## config.mk

```make
export PLATFORM = sky130hd
export DESIGN_NAME = fold_sig_accum
export DESIGN_NICKNAME = d
export VERILOG_FILES = /design/src/rtl/fold_sig_accum.sv
export SDC_FILE = /design/constraint.sdc
export NUM_CORES = 1
export LEC_CHECK = 0
export CORE_MARGIN = 3
export CORE_UTILIZATION = 46
export CTS_CLUSTER_DIAMETER = 30
export DETAILED_ROUTE_END_ITERATION = 6
export GPL_TIMING_DRIVEN = 0
export PLACE_DENSITY = 0.83
export SLEW_MARGIN = 30
export SYNTH_ARGS = -nofsm -noshare
export SYNTH_HDL_FRONTEND = slang
export SYNTH_SLANG_ARGS = --single-unit
```

## constraint.sdc

```tcl
create_clock -name clk -period 1.6 [get_ports clk]
set_input_delay 0.24 -clock clk [delete_from_list [all_inputs] [get_ports clk]]
set_output_delay 0.24 -clock clk [all_outputs]
set_load 0.1 [all_outputs]
```

## src/rtl/fold_sig_accum.sv

```systemverilog
// fold_sig_accum -- MISR signature accumulator for the folded aa/bb pair.
//
// Accepts one aa/bb beat per cycle over a valid/ready handshake, compresses
// each stream into a W-bit MISR signature over a programmed frame length, and
// at frame end presents both signatures plus an equality flag for one cycle
// of done. Signatures and match hold until the next accepted start.
//
// Ports:
//   clk, rst_n        clock (rising edge), asynchronous active-low reset
//   start, frame_len  frame request and beat count, sampled in IDLE only
//   in_valid/in_ready beat handshake; in_ready is high only while running
//   aa, bb            folded words for stream A / stream B
//   sig_a, sig_b      running / final signatures
//   done              one-cycle pulse, frame complete
//   match             sig_a == sig_b, captured on entry to DONE
//   busy              block is not idle
//   mm_cnt            (FOLD_SIG_MISMATCH_CNT_EN only) saturating count of
//                     accepted beats with aa != bb
//
// Optional feature macro: FOLD_SIG_MISMATCH_CNT_EN
module fold_sig_accum #(
   parameter int             W     = 8,
   parameter int             LEN_W = 8,
   parameter logic [W-1:0]   POLY  = 'h1D
) (
   input  logic             clk,
   input  logic             rst_n,
   input  logic             start,
   input  logic [LEN_W-1:0] frame_len,
   input  logic             in_valid,
   output logic             in_ready,
   input  logic [W-1:0]     aa,
   input  logic [W-1:0]     bb,
   output logic [W-1:0]     sig_a,
   output logic [W-1:0]     sig_b,
   output logic             done,
   output logic             match,
   output logic             busy
`ifdef FOLD_SIG_MISMATCH_CNT_EN
   ,
   output logic [LEN_W-1:0] mm_cnt
`endif
);

   typedef enum logic [1:0] {IDLE, RUN, DONE} state_t;

   state_t           state, state_nxt;
   logic [LEN_W-1:0] count;
   logic             beat;
   logic             last_beat;
   logic [W-1:0]     sig_a_nxt, sig_b_nxt;

   // One MISR step: shift left, fold the outgoing MSB back through the taps,
   // then absorb the new data word.
   function automatic logic [W-1:0] misr_step(input logic [W-1:0] sig,
                                              input logic [W-1:0] d);
      misr_step = {sig[W-2:0], 1'b0} ^ (sig[W-1] ? POLY : '0) ^ d;
   endfunction

   always_ff @(posedge clk or negedge rst_n) begin
      if (!rst_n) state <= IDLE;
      else        state <= state_nxt;
   end

   // Next state plus outputs decoded purely from the state register.
   always_comb begin
      state_nxt = state;
      in_ready  = 1'b0;
      busy      = 1'b1;
      done      = 1'b0;
      case (state)
         IDLE: begin
            busy = 1'b0;
            if (start) state_nxt = (frame_len == '0) ? DONE : RUN;
         end
         RUN: begin
            in_ready = 1'b1;
            if (in_valid && count == LEN_W'(1)) state_nxt = DONE;
         end
         DONE: begin
            done      = 1'b1;
            state_nxt = IDLE;
         end
         default: state_nxt = IDLE;
      endcase
   end

   assign beat      = in_valid & in_ready;
   assign last_beat = beat & (count == LEN_W'(1));
   assign sig_a_nxt = misr_step(sig_a, aa);
   assign sig_b_nxt = misr_step(sig_b, bb);

   always_ff @(posedge clk or negedge rst_n) begin
      if (!rst_n) begin
         sig_a <= '0;
         sig_b <= '0;
         count <= '0;
         match <= 1'b0;
      end else if (state == IDLE && start) begin
         sig_a <= '0;
         sig_b <= '0;
         count <= frame_len;
         // A zero-length frame goes straight to DONE with both signatures
         // still zero, so its match flag is already known to be set.
         match <= (frame_len == '0);
      end else if (beat) begin
         sig_a <= sig_a_nxt;
         sig_b <= sig_b_nxt;
         count <= count - LEN_W'(1);
         if (last_beat) match <= (sig_a_nxt == sig_b_nxt);
      end
   end

`ifdef FOLD_SIG_MISMATCH_CNT_EN
   always_ff @(posedge clk or negedge rst_n) begin
      if (!rst_n)                         mm_cnt <= '0;
      else if (state == IDLE && start)    mm_cnt <= '0;
      else if (beat && aa != bb && mm_cnt != '1)
                                          mm_cnt <= mm_cnt + LEN_W'(1);
   end
`endif

endmodule

```

==> results of run 1 <==
[placed cells by master, fill, tap and decap left out, types with 2 or more instances in the layout]
master and count:
a221o_1 2, dfrtp_1 19, nor4_1 2, xnor2_4 4, xnor2_2 4, buf_4 13
o211ai_1 3, a21oi_1 2, clkbuf_4 4, nand3_1 4, xor2_4 3, nand2_1 26
dfrtp_2 8, clkdlybuf4s50_1 26, nor2b_2 2, o21ai_1 16, buf_6 4, o311ai_1 2
inv_1 3, clkdlybuf4s18_2 4, nor2_1 7, buf_2 12, xnor2_1 15, clkdlybuf4s15_2 3
xor2_1 5, ha_1 2
[cell type report]
class	count	share of cell area
clock inverters	1	0.002153
well taps	44	0.02368
repair buffers	58	0.2169
multi-input cells	120	0.4225
clock buffers	3	0.009688
flip-flops and latches	27	0.2949
inverters	3	0.004844
plain buffers	8	0.02530
[state kept, by name, summed over array words and instances, names as in the netlist]
name   flops
sig_a      8
state      2
count      8
sig_b      8
match      1
[worst max-delay path, delay by kind of cell, from the launching register on]
family	cells	cell delay [ns]
flops	1	0.39
buf+inv	2	0.41
simple gates	1	0.18
[layer usage]
metal	global-route usage	vias up	wire length, um
met5	0	-	0
met3	0.02852	9	283
met2	0.3924	69	2367
met1	0.3021	691	1732
met4	0.08356	0	97
li1	-	671	-
[worst paths after layout]
| path | from | to | slack (ns) | cells past startpoint |
|---|---|---|---|---|
| setup / recovery | state[0] | in_ready | 0.04 | 3 |
| setup reg to reg | state[1] | count[1] | 0.05 | 7 |
| hold reg to reg | count[6] | count[6] | 0.55 | 1 |
| min in group clk | frame_len[5] | count[5] | 0.49 | 3 |
| max in group asynchronous | rst_n | sig_a[1] | 0.74 | 2 |
| hold / removal | rst_n | sig_b[3] | 0.43 | 2 |
[cells in the mapped netlist]
cell | count | area (um2)
o311ai_1 | 2 | 17.52
xnor2_1 | 22 | 192.7
xor2_1 | 6 | 52.55
a32o_1 | 1 | 10.01
and2_1 | 1 | 6.260
o21ai_1 | 16 | 80.08
a22o_1 | 1 | 8.760
nand4_1 | 1 | 6.260
o41ai_2 | 1 | 16.27
and4b_1 | 1 | 10.01
nor4_1 | 3 | 18.77
o211ai_1 | 3 | 22.52
nand3_1 | 4 | 20.02
nand3b_1 | 1 | 7.510
or4_1 | 1 | 7.510
a41oi_1 | 1 | 8.760
a31oi_1 | 1 | 6.260
o21ai_0 | 2 | 10.01
xnor2_2 | 1 | 16.27
o311ai_0 | 1 | 8.760
nor3_1 | 1 | 5.000
nor2b_1 | 3 | 18.77
nor2_1 | 8 | 30.03
clkbuf_1 | 2 | 7.510
xor2_2 | 2 | 32.53
or3_1 | 1 | 6.260
ha_1 | 2 | 25.02
and3b_1 | 1 | 8.760
a32oi_1 | 1 | 8.760
dfrtp_1 | 27 | 675.7
a21oi_1 | 3 | 15.01
inv_1 | 3 | 11.26
a221o_1 | 2 | 20.02
buf_2 | 6 | 30.03
nand2_1 | 26 | 97.59
[what timing repair did]
item | CTS | global route
setup buffers | 5 | 5
resized for setup | 86 | 44
endpoints found under the hold margin | 27 | 0
pin swaps | 7 | 9
hold buffers | 1 | 0
cloned | 0 | 0
endpoints found under the setup margin | 28 | 40
[per-stage QoR]
stage / TNS, ns / utilization / cell area (um2)
2_1_floorplan: -0.1772 / - / 1534
3_3_place_gp: -8.041 / 0.6637 / 2059
3_5_place_dp: -6.313 / 0.6621 / 2054
4_1_cts: -0.1782 / 0.7185 / 2230
5_1_grt: -0.4886 / 0.7492 / 2325
6_report: 0 / 0.7492 / 2325
[logic make-up (layout without fill, tap and decap cells)]
group | count (synthesis) | count (layout) | synth area share
AO/OA/AOI/OAI | 35 | 35 | 0.1532
buffers and inverters | 11 | 73 | 0.03213
AND/OR/NAND/NOR | 52 | 52 | 0.1598
XOR/XNOR | 31 | 31 | 0.1936
flip-flops | 27 | 27 | 0.4448
adder cells (fa/ha/maj) | 2 | 2 | 0.01647
==> metrics.md, run 1 <==
| Metric | Value |
|---|---|
| Status | finished, final reports clean |
| Unique masters post-synth | 35 |
| Layout Nets | 251 |
| Area Overhead vs Synth | 53.05% |
| Synthesized Nets | 188 |
| DRC viols | 0 |
| Share of layout cells above drive strength 1 | 0.3318 |
| Dpl hpwl | 3071 um |
| Worst setup margin | 0.03875 ns |
| Skew-Pair Late Insertion Delay | 0.34 ns |
| Vias | 1,440 |
| Final GP Congestion | 0.8745 |
| Gate Count Post-Synth | 158 |
| Tot GR Track Use | 0.2311 |
| Slew HR | 0.6032 |
| Vias per cell | 5.455 |
| Clk slew on worst S/H paths | 0.15 ns |
| Final period utilization | 0.9758 |
| FF/Latch Area | 685.7 um2 |
| Peak per-stage delay on the critical path | 0.39 ns |
| CP required | 1.36 ns |
| Critical path, cell by cell | nor2b_2 > buf_4 > buf_6 |
| # diodes | 0 |
| Yosys warns | 0 |
| Post-Syn Area | 1519 um2 |
| WHS | 0.4295 ns |
| DIE HEIGHT | 63.47 um |
| Critical Path End Type | primary output |
| Worst path slowest cell | dfrtp_1 |
| Initial antenna violation count | 0 |
| Fmax | 640.5 MHz |
| Largest net degree at the start of global routing | 28 |
| Root buffer selected by CTS | clkbuf_4 |
| Max-Cap Viols | 0 |
| Max-slew violations | 0 |
| Setup CP Type | reg2out |
| Total die area | 4028 um2 |
| Drt pass-1 iters | 4 |
| First-pass GRT wire length | 7258 um |
| Final setup fails | 0 |
| Register area share after synthesis | 0.4448 |
| Min-delay worst type | in2async |
| Finished Layout Cells | 264 |
| Synthesized flop and latch total | 27 |
| Critical Path AT | 1.32 ns |
| CTS tree | yes |
| Core Rows | 20 |
| Syn Area/Cell | 9.614 um2 |
| Worst-margin pin slew | 0.5898 ns |
| Starting Density | 0.4895 |
| ANT nets after route | 0 |
| Wire per inst | 16.97 um |
| Port Buffers | 47 |
| Setup repair after global routing missed its margin | yes |
| Setup crit start kind | flip-flop |
| Clk buf depth | 2 |
| Ports | 48 |
| Pre-CTS setup slack | -0.5382 ns |
| CTS buffer count | 3 |
| Core area | 3103 um2 |
| Fillcell total | 229 |
| Placed Cells | 249 |
| Clock skew | 0.001435 ns |
| Starting DRT DRC Count | 73 |
| Overflow after GRT | 0 |
| Post-Route WL | 4480 um |
| CTS H-tree depth | 1 |
| Multi-input logic area | 982.2 um2 |
| Vias in the first global route | 1,456 |
| Die Wd | 63.47 um |
| Worst-path fanout max | 7 |
| Hold Vio Cnt, Final | 0 |
| Clk sink count | 27 |
| Fin crit period | 1.561 ns |
Power of run 1 is not shown: default switching activity piles up to over one toggle a cycle in this logic, so the estimate is an artifact.
==> run 2: changes to the inputs <==
--- a/config.mk
+++ b/config.mk
@@ -5,6 +5,7 @@
 export SDC_FILE = /design/constraint.sdc
 export NUM_CORES = 1
 export LEC_CHECK = 0
+export CAP_MARGIN = 5
 export CORE_MARGIN = 3
 export CORE_UTILIZATION = 46
 export CTS_CLUSTER_DIAMETER = 30
==> results of run 2 <==
The final DEF is identical to that of run 1; final timing and power are the same.
Power of run 2 is left out for the same reason.
==> run 3: changes to the inputs <==
--- a/config.mk
+++ b/config.mk
@@ -7,12 +7,13 @@
 export LEC_CHECK = 0
 export CAP_MARGIN = 5
 export CORE_MARGIN = 3
-export CORE_UTILIZATION = 46
+export CORE_UTILIZATION = 48
+export CTS_BUF_LIST = sky130_fd_sc_hd__clkbuf_4
 export CTS_CLUSTER_DIAMETER = 30
 export DETAILED_ROUTE_END_ITERATION = 6
 export GPL_TIMING_DRIVEN = 0
-export PLACE_DENSITY = 0.83
-export SLEW_MARGIN = 30
+export PLACE_DENSITY = 0.86
+export SLEW_MARGIN = 20
 export SYNTH_ARGS = -nofsm -noshare
 export SYNTH_HDL_FRONTEND = slang
 export SYNTH_SLANG_ARGS = --single-unit
==> metrics.md, run 3 (same netlist as run 1, synthesis figures left out) <==
| Metric | Value |
|---|---|
| Status | finished, final reports clean |
| CP required | 1.86 ns |
| Final period utilization | 0.9866 |
| Vias per cell | 5.414 |
| Final GP Congestion | 0.8783 |
| CTS H-tree depth | 1 |
| Share of layout cells above drive strength 1 | 0.2710 |
| Reg2reg path depth | 5 |
| Worst-margin pin slew | 0.6054 ns |
| CTS tree | yes |
| Area Overhead vs Synth | 44.15% |
| Min-delay worst type | in2async |
| Clk sink count | 27 |
| Vias in the first global route | 1,439 |
| Root buffer selected by CTS | clkbuf_4 |
| Overflow after GRT | 0 |
| Setup crit start kind | flip-flop |
| Fin crit period | 1.578 ns |
| Starting DRT DRC Count | 42 |
| Clk buf depth | 2 |
| Worst setup margin | 0.02151 ns |
| Total die area | 3876 um2 |
| Top Registers | count: 8 flops, sig_a: 8 flops, sig_b: 8 flops |
| Dpl hpwl | 3006 um |
| Vias | 1,386 |
| Fmax | 633.5 MHz |
| Clk slew on worst S/H paths | 0.15 ns |
| Worst-path fanout max | 3 |
| Post-Route WL | 3982 um |
| Core Rows | 19 |
| DIE HEIGHT | 62.26 um |
| # diodes | 0 |
| Tot GR Track Use | 0.2140 |
| ANT nets after route | 0 |
| Most frequent cells in the layout | 26 x nand2_1, 26 x clkdlybuf4s50_1, 19 x xnor2_1, 19 x dfrtp_1, 15 x o21ai_1 |
| Core area | 2877 um2 |
| Setup repair after global routing missed its margin | yes |
| Slew HR | 0.5964 |
| Layout Nets | 245 |
| Critical path startpoint | sig_b[3] |
| Port Buffers | 47 |
| Worst reg2reg path startpoint | sig_b[3] |
| DRC viols | 0 |
| Starting Density | 0.5281 |
| WHS | 0.4185 ns |
| Final setup fails | 0 |
| Pre-CTS setup slack | -0.4709 ns |
| Hold Vio Cnt, Final | 0 |
| Drt pass-1 iters | 4 |
| Initial antenna violation count | 0 |
| Setup CP Type | reg2reg |
| Ports | 48 |
| Critical Path End Type | flip-flop |
| Skew-Pair Late Insertion Delay | 0.35 ns |
| CTS buffer count | 3 |
| Largest net degree at the start of global routing | 28 |
| Wire per inst | 15.55 um |
| Max-slew violations | 0 |
| First-pass GRT wire length | 6720 um |
| Die Wd | 62.26 um |
| Clock skew | 0.008884 ns |
| Critical Path AT | 1.84 ns |
| Max-Cap Viols | 0 |
## run 3: final timing paths
kind,slack (ns),endpoint
setup / recovery,0.02,match
hold / removal,0.42,sig_b[4]
setup reg to reg,0.02,match
hold reg to reg,0.53,count[6]
max in group asynchronous,0.75,sig_a[2]
min in group clk,0.48,count[3]
## run 3: repair_timing
item | in CTS | in global routing
resized for setup | 76 | 38
hold buffers | 1 | 0
pin swaps | 0 | 3
setup endpoints to repair | 27 | 36
setup buffers | 4 | 0
hold endpoints to repair | 27 | 0
## run 3: cell type report
type / instances / area [um2]
Tap cell: 42 / 52.55
Clock buffer: 4 / 30.03
Sequential cell: 27 / 685.7
Timing Repair Buffer: 52 / 481.7
Inverter: 3 / 11.26
Buffer: 8 / 56.30
Fill cell: 202 / 686.9
Multi-Input combinational cell: 120 / 872.1
## run 3: per-layer routing
metal  share of wire  global-route usage  up-vias
li1                -                   -      659
met1            0.42              0.2721      677
met2            0.52              0.3696       45
met3           0.050             0.02883        5
met4           0.011             0.08264        0
met5               0                   0        -
## run 3: per-stage QoR
step / std cells / setup TNS, ns / instance area [um2] / utilization
after floorplan: 158 / -0.1772 / 1534 / -
after global placement: 247 / -7.455 / 2057 / 0.7151
after detailed placement: 247 / -6.738 / 2052 / 0.7134
after CTS: 256 / 0 / 2171 / 0.7547
after global routing: 256 / -0.1236 / 2190 / 0.7612
final: 256 / 0 / 2190 / 0.7612
## run 3: worst max-delay path, cell delays in order (launching register included)
cell     delay [ns]
dfrtp_2        0.48
xor2_4         0.18
xnor2_2        0.15
nor4_1         0.28
a41oi_1        0.09
o41ai_2        0.32
Power of run 3 is left out for the same reason.
